--- src/rtl/hwpe_ctrl_package.sv ---
// rtl/hwpe_ctrl_package.sv - shared hwpe_ctrl types: uloop interface structs and sequencer states
package hwpe_ctrl_package;

    localparam int unsigned ULOOP_NB_LOOPS        = 4;
    localparam int unsigned ULOOP_SEQ_MAX_STREAMS = 8;

    typedef struct packed {
        logic enable;
        logic clear;
        logic ready;
    } ctrl_uloop_t;

    typedef struct packed {
        logic                                done;
        logic                                valid;
        logic [ULOOP_NB_LOOPS-1:0][15:0]     idx;
        logic [ULOOP_NB_LOOPS-1:0][31:0]     offs;
    } flags_uloop_t;

    typedef enum logic [2:0] {
        IDLE,
        ULCLR,
        STEP,
        WAIT_FL,
        LAUNCH,
        WAIT_ST,
        FINISH
    } uloop_seq_state_t;

endpackage

--- src/rtl/hwpe_ctrl_seq_slot.sv ---
// rtl/hwpe_ctrl_seq_slot.sv - per-stream accept/finish sticky pair for the uloop sequencer
module hwpe_ctrl_seq_slot (
    input  logic clk_i,
    input  logic rst_i,
    input  logic clear_i,
    input  logic mask_i,
    input  logic launch_i,
    input  logic track_i,
    input  logic ready_i,
    input  logic done_i,
    output logic start_o,
    output logic acc_o,
    output logic fin_o
);

    logic acc_q, acc_d;
    logic fin_q, fin_d;
    logic accept;

    assign start_o = launch_i & mask_i & ~acc_q;
    assign accept  = start_o & ready_i;

    // A done arriving together with its accept still counts as finished.
    always_comb begin
        acc_d = acc_q | accept;
        fin_d = fin_q | (track_i & done_i & (acc_q | accept));
    end

    always_ff @(posedge clk_i or posedge rst_i) begin
        if (rst_i) begin
            acc_q <= 1'b0;
            fin_q <= 1'b0;
        end else if (clear_i) begin
            acc_q <= 1'b0;
            fin_q <= 1'b0;
        end else begin
            acc_q <= acc_d;
            fin_q <= fin_d;
        end
    end

    assign acc_o = acc_q;
    assign fin_o = fin_q;

endmodule

--- src/rtl/hwpe_ctrl_uloop_seq.sv ---
// rtl/hwpe_ctrl_uloop_seq.sv - steps the uloop, launches masked streamers, repeats until loop nest end
module hwpe_ctrl_uloop_seq
    import hwpe_ctrl_package::*;
#(
    parameter int unsigned NB_STREAMS = 4,
    parameter int unsigned ITER_WIDTH = 16
) (
    input  logic                  clk_i,
    input  logic                  rst_i,
    input  logic                  clear_i,
    input  logic                  start_i,
    input  logic [NB_STREAMS-1:0] strm_mask_i,
    output ctrl_uloop_t           uloop_ctrl_o,
    input  flags_uloop_t          uloop_flags_i,
    output flags_uloop_t          offs_o,
    output logic [NB_STREAMS-1:0] strm_start_o,
    input  logic [NB_STREAMS-1:0] strm_ready_i,
    input  logic [NB_STREAMS-1:0] strm_done_i,
    output logic [ITER_WIDTH-1:0] iter_o,
    output logic                  busy_o,
    output logic                  done_o
);

    uloop_seq_state_t        state_q, state_d;
    logic [NB_STREAMS-1:0]   mask_q, mask_d;
    logic                    last_q, last_d;
    logic [ITER_WIDTH-1:0]   iter_q, iter_d;
    flags_uloop_t            offs_q, offs_d;

    logic                    launch;
    logic                    track;
    logic                    slot_clr;
    logic [NB_STREAMS-1:0]   acc;
    logic [NB_STREAMS-1:0]   fin;

    always_comb begin
        state_d      = state_q;
        mask_d       = mask_q;
        last_d       = last_q;
        iter_d       = iter_q;
        offs_d       = offs_q;
        uloop_ctrl_o = '0;
        done_o       = 1'b0;
        launch       = 1'b0;
        track        = 1'b0;
        slot_clr     = 1'b0;
        case (state_q)
            IDLE: begin
                if (start_i) begin
                    mask_d  = strm_mask_i;
                    iter_d  = '0;
                    state_d = ULCLR;
                end
            end
            ULCLR: begin
                uloop_ctrl_o.clear = 1'b1;
                state_d            = STEP;
            end
            STEP: begin
                uloop_ctrl_o.enable = 1'b1;
                uloop_ctrl_o.ready  = 1'b1;
                state_d             = WAIT_FL;
            end
            WAIT_FL: begin
                uloop_ctrl_o.enable = 1'b1;
                uloop_ctrl_o.ready  = 1'b1;
                if (uloop_flags_i.valid || uloop_flags_i.done) begin
                    offs_d  = uloop_flags_i;
                    last_d  = uloop_flags_i.done;
                    state_d = (mask_q == '0) ? WAIT_ST : LAUNCH;
                end
            end
            LAUNCH: begin
                launch = 1'b1;
                track  = 1'b1;
                if (acc == mask_q) begin
                    state_d = WAIT_ST;
                end
            end
            WAIT_ST: begin
                track = 1'b1;
                if (fin == mask_q) begin
                    iter_d   = iter_q + ITER_WIDTH'(1);
                    slot_clr = 1'b1;
                    state_d  = last_q ? FINISH : STEP;
                end
            end
            FINISH: begin
                done_o  = 1'b1;
                state_d = IDLE;
            end
            default: state_d = IDLE;
        endcase
    end

    always_ff @(posedge clk_i or posedge rst_i) begin
        if (rst_i) begin
            state_q <= IDLE;
            mask_q  <= '0;
            last_q  <= 1'b0;
            iter_q  <= '0;
            offs_q  <= '0;
        end else if (clear_i) begin
            state_q <= IDLE;
            mask_q  <= '0;
            last_q  <= 1'b0;
            iter_q  <= '0;
            offs_q  <= '0;
        end else begin
            state_q <= state_d;
            mask_q  <= mask_d;
            last_q  <= last_d;
            iter_q  <= iter_d;
            offs_q  <= offs_d;
        end
    end

    // Slots are wiped both by an abort and at the end of every iteration.
    for (genvar i = 0; i < NB_STREAMS; i++) begin : g_slot
        hwpe_ctrl_seq_slot u_slot (
            .clk_i    (clk_i),
            .rst_i    (rst_i),
            .clear_i  (clear_i | slot_clr),
            .mask_i   (mask_q[i]),
            .launch_i (launch),
            .track_i  (track),
            .ready_i  (strm_ready_i[i]),
            .done_i   (strm_done_i[i]),
            .start_o  (strm_start_o[i]),
            .acc_o    (acc[i]),
            .fin_o    (fin[i])
        );
    end

    assign offs_o = offs_q;
    assign iter_o = iter_q;
    assign busy_o = (state_q != IDLE);

endmodule

--- config.mk ---
export PLATFORM = sky130hd
export DESIGN_NAME = hwpe_ctrl_uloop_seq
export DESIGN_NICKNAME = d
export VERILOG_FILES = /design/src/rtl/hwpe_ctrl_package.sv /design/src/rtl/hwpe_ctrl_seq_slot.sv /design/src/rtl/hwpe_ctrl_uloop_seq.sv
export SDC_FILE = /design/constraint.sdc
export NUM_CORES = 1
export LEC_CHECK = 0
export ABC_AREA = 1
export BUFFER_PORTS_ARGS = -buffer_cell sky130_fd_sc_hd__buf_2
export CORE_AREA = 4 4 193 195
export DETAILED_ROUTE_END_ITERATION = 8
export DIE_AREA = 0 0 197 199
export SLEW_MARGIN = 0
export SYNTH_ARGS = -nofsm -noshare
export SYNTH_HDL_FRONTEND = slang
export SYNTH_SLANG_ARGS = --single-unit
--- constraint.sdc ---
create_clock -name clk_i -period 9.36 [get_ports clk_i]
set_input_delay 0.936 -clock clk_i [delete_from_list [all_inputs] [get_ports clk_i]]
set_output_delay 0.936 -clock clk_i [all_outputs]
set_load 0.01 [all_outputs]
==> results of run 1 <==
-- power by group through the flow --
stage               sequential, mW  combinational [mW]  clock, mW
finish                        1.19               0.592      0.979
global route                  1.21               0.673       1.05
CTS                           1.19               0.605       1.02
detailed placement            1.20               0.604          0
global placement              1.20               0.595          0
floorplan                     1.25               0.294          0
-- Yosys cell counts (all sizes together), types with 4 or more instances --
cell and count:
dfrtp 225, nand4 6, nand2 105, a21oi 7, inv 235, buf 47
nor3 5, o21ai 217, clkbuf 26, xor2 4, nand3 212, nor2 38
-- registers in the layout (all words and copies together), names as in the netlist --
register             cells
g_slot.u_slot.acc_o      4
g_slot.u_slot.fin_o      4
iter_o                  16
last_q                   1
mask_q                   4
offs_o                 193
state_q                  3
-- tightest hold or removal path, cell delays in order (launching register included) --
cell	delay, ns
dfrtp_1	0.37
inv_1	0.05
o21ai_1	0.06
-- cell type report --
class	instances	area [sq um]
tap	461	577
multi-input combinational	604	2930
fill	3680	22400
inverter	235	895
clock buffer	36	747
sequential	225	5630
timing repair buffer	433	2190
clock inverter	7	70.1
antenna	1	2.50
-- per-layer routing --
metal / vias up / track usage (%) / share of wire (%)
met3: 51 / 4.30 / 8.9
met5: - / 0 / 0
met2: 315 / 23.5 / 48
met1: 4097 / 17.9 / 41
li1: 4384 / - / -
met4: 0 / 4.08 / 2.6
-- how the worst max path moves through the flow --
stage,from,endpoint,cells after the start
global route,state_q[1],strm_start_o[0],6
detailed placement,clear_i,offs_o[63],6
finish,state_q[1],strm_start_o[0],6
floorplan,rst_i,g_slot[0].u_slot.acc_o,1
CTS,state_q[1],strm_start_o[3],6
global placement,clear_i,offs_o[166],5
-- kinds of logic (layout without fill, tap and decap cells) --
family	Yosys count	count (layout)	synth area share (%)
buffers and inverters	308	711	13.0
AOI/OAI and AO/OA	228	228	11.8
DFF	225	225	57.2
other	0	1	0
xor gates and xnor gates	5	5	0.445
and+or+nand+nor	370	370	17.4
adders and majority gates	1	1	0.127
==> metrics.csv, run 1 <==
metric;value;unit
criticalPathCategory;reg2out;
clock_latency;0.52;ns
cts.path.max_buffers;3;
fin_cells;2002;
post-place-ws;6.06;ns
worst_pin_slew;1.20;ns
syn_nets;1348;
cts_tree;yes;
die_height;199;um
r2r-start;state_q[2];
num_rows;69;
ys_types;26;
cts_max_level;1;
initial_utilization;27.8;%
whs;0.518;ns
final_cell_mix;buf_2, inv_1, dfrtp_1, nand3_1, o21ai_0;
rsz0062_at_grt;no;
cts-root-buf;clkbuf_16;
critPathArrivalTime;1.85;ns
switching_share;31.2;%
intPower;1.90;mW
vias_per_cell;4.42;
postSynthCellCount;1137;
synth_edf_count;0;
first_pass_iters;4;
final_util;36.8;%
grt_usage;14.2;%
clkSlewWorstSetupHoldPaths;0.06;ns
hold_viol;0;
relSlewSlack;20.2;%
nets;1735;
setup_slack;6.58;ns
boundaryPins;429;
outcome;finished clean;
p_clk_share;35.5;%
holdPathEnd;offs_o[48];
cp-end-kind;primary output;
worstRegToRegCells;6;
path_cells;inv_2 > nand2_1 > inv_1 > nand2_1 > nor2_1 > buf_2;
synth_top_cell_area_share;57.2;%
seq_power_share;43.0;%
maxCapViolCount;0;
setup_violations;0;
synth_flop_cell;dfrtp_1;
crit_path_max_incr_delay;0.40;ns
design_area;13000;sq um
cts_resized;0;
power.switching;0.859;mW
layout_commonest_cell;buf_2;
dp_cells;1958;
p_comb_share;21.5;%
synth.largest_area_cell;dfrtp_1;
postCtsHoldBufs;0;
worstPathRequired;8.42;ns
r2r-end;offs_o[63];
dpl_cell_area;12200;sq um
syn_to_final_growth;32.5;%
crit_top_cell;nand2_1;
cts.sinks;225;
critical_path.max_fanout;7;
setup_tns;0;ns
wl_per_cell;14.7;um
gp_congestion;0.821;
drive_gt1_share;31.4;%
crit_family;simple AND/OR/NAND/NOR gates;
finalCriticalPeriod;2.78;ns
powerDensity;212;nW/um^2
grt_max_degree;247;
vias;8847;
critPathBufInv;3;
period_share;29.7;%
gr-total-overflow;0;
crit_slowest_cell;dfrtp_1;
drt-initial-drc-count;363;
die-area;39200;sq um
netlist_top_cells_area;dfrtp_1, nand3_1, o21ai_0;
holdPathStages;2;
coreArea;35400;sq um
synth_seq_cells;225;
wl;29500;um
drtAntennaViolNets;0;
dpl.hpwl;20900;um
total_power;2.76;mW
min_from;offs_o[48];
crit_path_start_kind;flip-flop;
vdd_ir_drop_max;0.127;mV
skew;0.00922;ns
fp.dieW;197;um
grt_pass1_vias;8836;
power_leakage;6.87;nW
fmax;359;MHz
slew_viol_final;0;
seq_area_frac_synth;57.2;%
hold_class;reg2reg;
synthArstFlopShare;100;%
port_buffers;428;
syn_area;9840;sq um
synth_warnings;0;
rrSetupSlack;6.68;ns
grt_pass1_wl;46200;um
cts_buffers;25;
postCtsSetupBuffers;0;
drc;0;
antenna_found_initial;1;
post_synth.cell_area_avg;8.65;sq um
No activity file was read; power rests on OpenSTA's default activity.
==> inputs of run 2 (changes only) <==
Clock period 9.36 ns to 2.78 ns, I/O delays scaled along.
==> run 2 against run 1 <==
Non-clock buffer count increased by 193. Die area is the same. Sequential cell count unchanged. Combinational power rose to 3.9 times the previous value. Global-route usage grew 1.6 points. Via count grew 10%. First-iteration DRC count increased by 16%. Register-to-register slack got worse by 6.0 ns. Final cell count up 9.8%. Final area grew 15%. Clock power grew to 3.5 times the previous value. Critical path depth unchanged.
==> metrics.csv, run 2 (synthesis results as in run 1) <==
metric;value;unit;change
cts_tree;yes;;
cts-root-buf;clkbuf_16;;
fin_cells;2198;;+9.8%
worstPathRequired;2.50;ns;-5.92 ns
cts.path.max_buffers;3;;unchanged
critical_path.max_fanout;7;;unchanged
die_height;199;um;unchanged
dp_cells;1972;;+0.72%
skew;0.0103;ns;+0.00112 ns
cts.sinks;225;;unchanged
worst_pin_slew;0.740;ns;-0.456 ns
clock_latency;0.53;ns;about the same
finalCriticalPeriod;2.15;ns;
crit_path_start_kind;flip-flop;;
drt-initial-drc-count;421;;+16%
final_util;42.5;%;+5.7 points
clkSlewWorstSetupHoldPaths;0.06;ns;about the same
port_buffers;428;;unchanged
boundaryPins;429;;unchanged
final_cell_mix;buf_2, inv_1, dfrtp_1, nand3_1, dlygate4sd3_1;;
die-area;39200;sq um;unchanged
slew_viol_final;0;;unchanged
first_pass_iters;5;;+1
cts_buffers;26;;+4.0%
num_rows;69;;unchanged
postCtsSetupBuffers;0;;unchanged
total_power;9.69;mW;+250%
drc;0;;unchanged
drtAntennaViolNets;0;;unchanged
intPower;6.68;mW;+250%
design_area;15000;sq um;+15%
gp_congestion;0.808;;-1.6%
critPathArrivalTime;1.87;ns;+0.02 ns
wl;32700;um;+11%
seq_power_share;41.4;%;-1.6 points
grt_usage;15.8;%;+1.6 points
maxCapViolCount;0;;unchanged
syn_to_final_growth;52.9;%;
coreArea;35400;sq um;unchanged
period_share;77.4;%;
vias;9771;;+10%
grt_pass1_wl;51300;um;+11%
outcome;finished clean;;
grt_pass1_vias;10100;;+14%
switching_share;31.0;%;-0.11 points
wl_per_cell;14.9;um;+1.0%
vdd_ir_drop_max;0.418;mV;+230%
nets;1929;;+11%
initial_utilization;27.8;%;unchanged
dpl_cell_area;12400;sq um;+1.4%
dpl.hpwl;21800;um;+4.1%
power_leakage;7.74;nW;+13%
cts_resized;0;;unchanged
fmax;465;MHz;
gr-total-overflow;0;;unchanged
p_comb_share;23.5;%;+2.0 points
largest_reg_flops;193;;unchanged
grt_max_degree;167;;-32%
fp.dieW;197;um;unchanged
setup_tns;0;ns;unchanged
postCtsHoldBufs;178;;+178
cts_max_level;1;;unchanged
power.switching;3.01;mW;+250%
layout_commonest_cell;buf_2;;
hold_viol;0;;unchanged
hold_class;in2reg;;
powerDensity;644;nW/um^2;+200%
setup_violations;0;;unchanged
cp-end-kind;primary output;;
drive_gt1_share;28.9;%;-2.5 points
relSlewSlack;50.7;%;+30 points
vias_per_cell;4.45;;+0.60%
antenna_found_initial;0;;-1
rsz0062_at_grt;no;;
criticalPathCategory;reg2out;;
p_clk_share;35.1;%;-0.4 points
[run 2: final timing paths]
| kind | startpoint | end | slack (ns) | cells past startpoint |
|---|---|---|---|---|
| max in group asynchronous | rst_i | mask_q[3] | 1.57 | 5 |
| min in group asynchronous | rst_i | offs_o[134] | 0.38 | 3 |
| max reg2reg | state_q[2] | offs_o[14] | 0.67 | 7 |
| min reg2reg | offs_o[83] | offs_o[83] | 0.52 | 2 |
| max | state_q[1] | strm_start_o[0] | 0.63 | 6 |
| min | uloop_flags_i[64] | offs_o[64] | 0.02 | 3 |
[run 2: worst max-delay path: stages (launching register included)]
cell     delay, ns
dfrtp_1       0.40
inv_2         0.13
nand2_1       0.15
inv_1         0.14
nand2_1       0.18
nor2_1        0.19
buf_2         0.17
[run 2: power groups by stage]
stage	sequential, mW	clock, mW	combinational, mW
finish	4.01	3.40	2.28
global route	4.06	3.64	2.54
CTS	4.00	3.52	2.28
detailed placement	4.04	0	2.08
global placement	4.04	0	2.05
floorplan	4.22	0	0.992
[run 2: final cells by class]
cell class,count,area (sq um)
inverter,235,891
sequential,225,5630
multi-input combinational,604,2930
antenna,1,2.50
timing repair buffer,626,4160
fill,3391,20300
clock buffer,36,779
tap,461,577
clock inverter,10,78.8
[run 2: through the flow]
stage | worst slack (ns) | hold slack, ns
after global placement | 0.818 | 0.352
final | 0.629 | 0.0206
after CTS | 0.567 | 0.000132
after floorplan | -0.436 | 0.426
after global routing | 0.488 | 0.0119
after detailed placement | 0.747 | 0.359
[run 2: layer usage]
layer  GRT usage [%]  wire length (um)
met5               0                 0
met4            5.44              1050
met3            3.66              2400
met2            28.0             16300
met1            18.8             12900
==> inputs of run 3 (changes only) <==
Clock period 2.78 ns to 1.9 ns, I/O delays scaled along.
==> run 3 against run 2 <==
Critical path depth grew 4. Clock power rose by 39%. Largest cell class unchanged. Die area did not move. First-iteration DRC count decreased by 5.2%. Sequential share of layout area shrank 1.8 points. Largest power group unchanged. Hold slack better by 0.026 ns.
==> metrics.csv, run 3 (synthesis results as in run 1) <==
metric;value;unit;change
outcome;finished clean;;
cts.path.max_buffers;3;;unchanged
worstPathRequired;2.33;ns;-0.17 ns
whs;0.0463;ns;+0.0258 ns
setup_tns;0;ns;unchanged
hold_viol;0;;unchanged
critPathArrivalTime;2.21;ns;+0.34 ns
nFillCells;3324;;-2.0%
period_share;94.1;%;
antenna_found_initial;1;;+1
grt_max_degree;110;;-34%
post-place-ws;0.140;ns;-0.607 ns
port_buffers;428;;unchanged
worst_pin_slew;0.552;ns;-0.188 ns
power_leakage;8.09;nW;+4.5%
crit_path_start_kind;flip-flop;;
wl;35400;um;+8.2%
drc;0;;unchanged
diodes;0;;-1
finalCriticalPeriod;1.79;ns;
dpl.hpwl;22300;um;+2.4%
crit_slowest_cell;dfrtp_1;;
multiInputGateArea;2960;sq um;+1.1%
cts_buffers;26;;unchanged
powerDensity;915;nW/um^2;+42%
initial_utilization;27.8;%;unchanged
nets;1991;;+3.2%
first_pass_iters;5;;unchanged
critical_path.max_fanout;31;;+24
setup_violations;0;;unchanged
design_area;15800;sq um;+5.1%
crit_top_cell;buf_4;;
vias_per_cell;4.54;;+2.2%
fmax;559;MHz;
clock_latency;0.53;ns;about the same
gp_congestion;0.832;;+3.0%
coreArea;35400;sq um;unchanged
fin_cells;2255;;+2.6%
final_cell_mix;buf_2, inv_1, dfrtp_1, nand3_1, dlygate4sd3_1;;
die_height;199;um;unchanged
critPathBufInv;5;;+2
crit_path_max_incr_delay;0.37;ns;-0.03 ns
num_rows;69;;unchanged
path_cells;inv_2 > buf_4 > nor2_2 > nand2_2 > a21oi_4 > buf_4 > buf_12 > buf_16 > nand3_1 > o21ai_0;;
drive_gt1_share;30.2;%;+1.2 points
grt_pass1_wl;52700;um;+2.8%
regArea;5630;sq um;unchanged
layout_commonest_cell;buf_2;;
boundaryPins;429;;unchanged
die-area;39200;sq um;unchanged
slew_viol_final;0;;unchanged
relSlewSlack;63.2;%;+13 points
largest_reg_flops;193;;unchanged
vias;10200;;+4.8%
hold_class;in2reg;;
total_power;14.5;mW;+49%
cts_tree;yes;;
syn_to_final_growth;60.7;%;
vdd_ir_drop_max;0.694;mV;+66%
cts-root-buf;clkbuf_16;;
cts.sinks;225;;unchanged
wl_per_cell;15.7;um;+5.5%
crit_family;buffers and inverters;;
final_util;44.7;%;+2.2 points
clkSlewWorstSetupHoldPaths;0.06;ns;about the same
cp-end-kind;flip-flop;;
grt_usage;16.1;%;+0.38 points
drtAntennaViolNets;0;;unchanged
skew;0.0132;ns;+0.00286 ns
gr-total-overflow;0;;unchanged
setup_slack;0.112;ns;-0.517 ns
criticalPathCategory;reg2reg;;
maxCapViolCount;0;;unchanged
dp_cells;1988;;+0.81%
grt_pass1_vias;10400;;+3.0%
fp.dieW;197;um;unchanged
cts_max_level;1;;unchanged
dpl_cell_area;12600;sq um;+1.7%
drt-initial-drc-count;399;;-5.2%
## run 3: worst paths after layout
| path | from | endpoint | slack (ns) | cells after the start |
|---|---|---|---|---|
| worst max register to register | state_q[1] | offs_o[51] | 0.11 | 10 |
| max in group asynchronous | rst_i | offs_o[62] | 0.97 | 4 |
| worst min-delay path | strm_ready_i[0] | g_slot[0].u_slot.acc_o | 0.05 | 5 |
| min in group asynchronous | rst_i | offs_o[133] | 0.22 | 3 |
| worst max-delay path | state_q[1] | offs_o[51] | 0.11 | 10 |
| worst min register to register | offs_o[75] | offs_o[75] | 0.52 | 2 |
## run 3: power by group
part           internal (mW)  total, mW  switching [mW]
logic                   1.69       3.86            2.17
clock network           2.80       4.74            1.94
registers               5.45       5.87           0.420
## run 3: what timing repair did
| action | in CTS | in global routing |
|---|---|---|
| cloned | 0 | 8 |
| hold endpoints to repair | 247 | 0 |
| buffers inserted | 1 | 11 |
| endpoints found under the setup margin | 4 | 138 |
| hold buffers | 205 | 0 |
| pin swaps | 0 | 1 |
| resized for setup | 6 | 11 |
## run 3: area by class of cell
cell class	count	share of cell area, %
inverters	235	5.65
clock buffers	37	4.89
well taps	461	3.65
repair buffers	688	31.3
clock inverters	5	0.214
multi-input cells	604	18.7
flip-flops and latches	225	35.6
## run 3: layer usage
metal	wire, um	up-vias	track usage (%)
met3	2520	100	4.07
met1	14300	4810	19.5
li1	-	4906	-
met5	12	-	0
met4	1320	2	6.21
met2	17200	425	27.8
## run 3: worst register-to-register path, cell delays in order, from the launching register on
cell and delay (ns):
dfrtp_1 0.37, inv_2 0.06, buf_4 0.15, nor2_2 0.11, nand2_2 0.10, a21oi_4 0.18, buf_4 0.16, buf_12 0.16
buf_16 0.19, nand3_1 0.10, o21ai_0 0.13
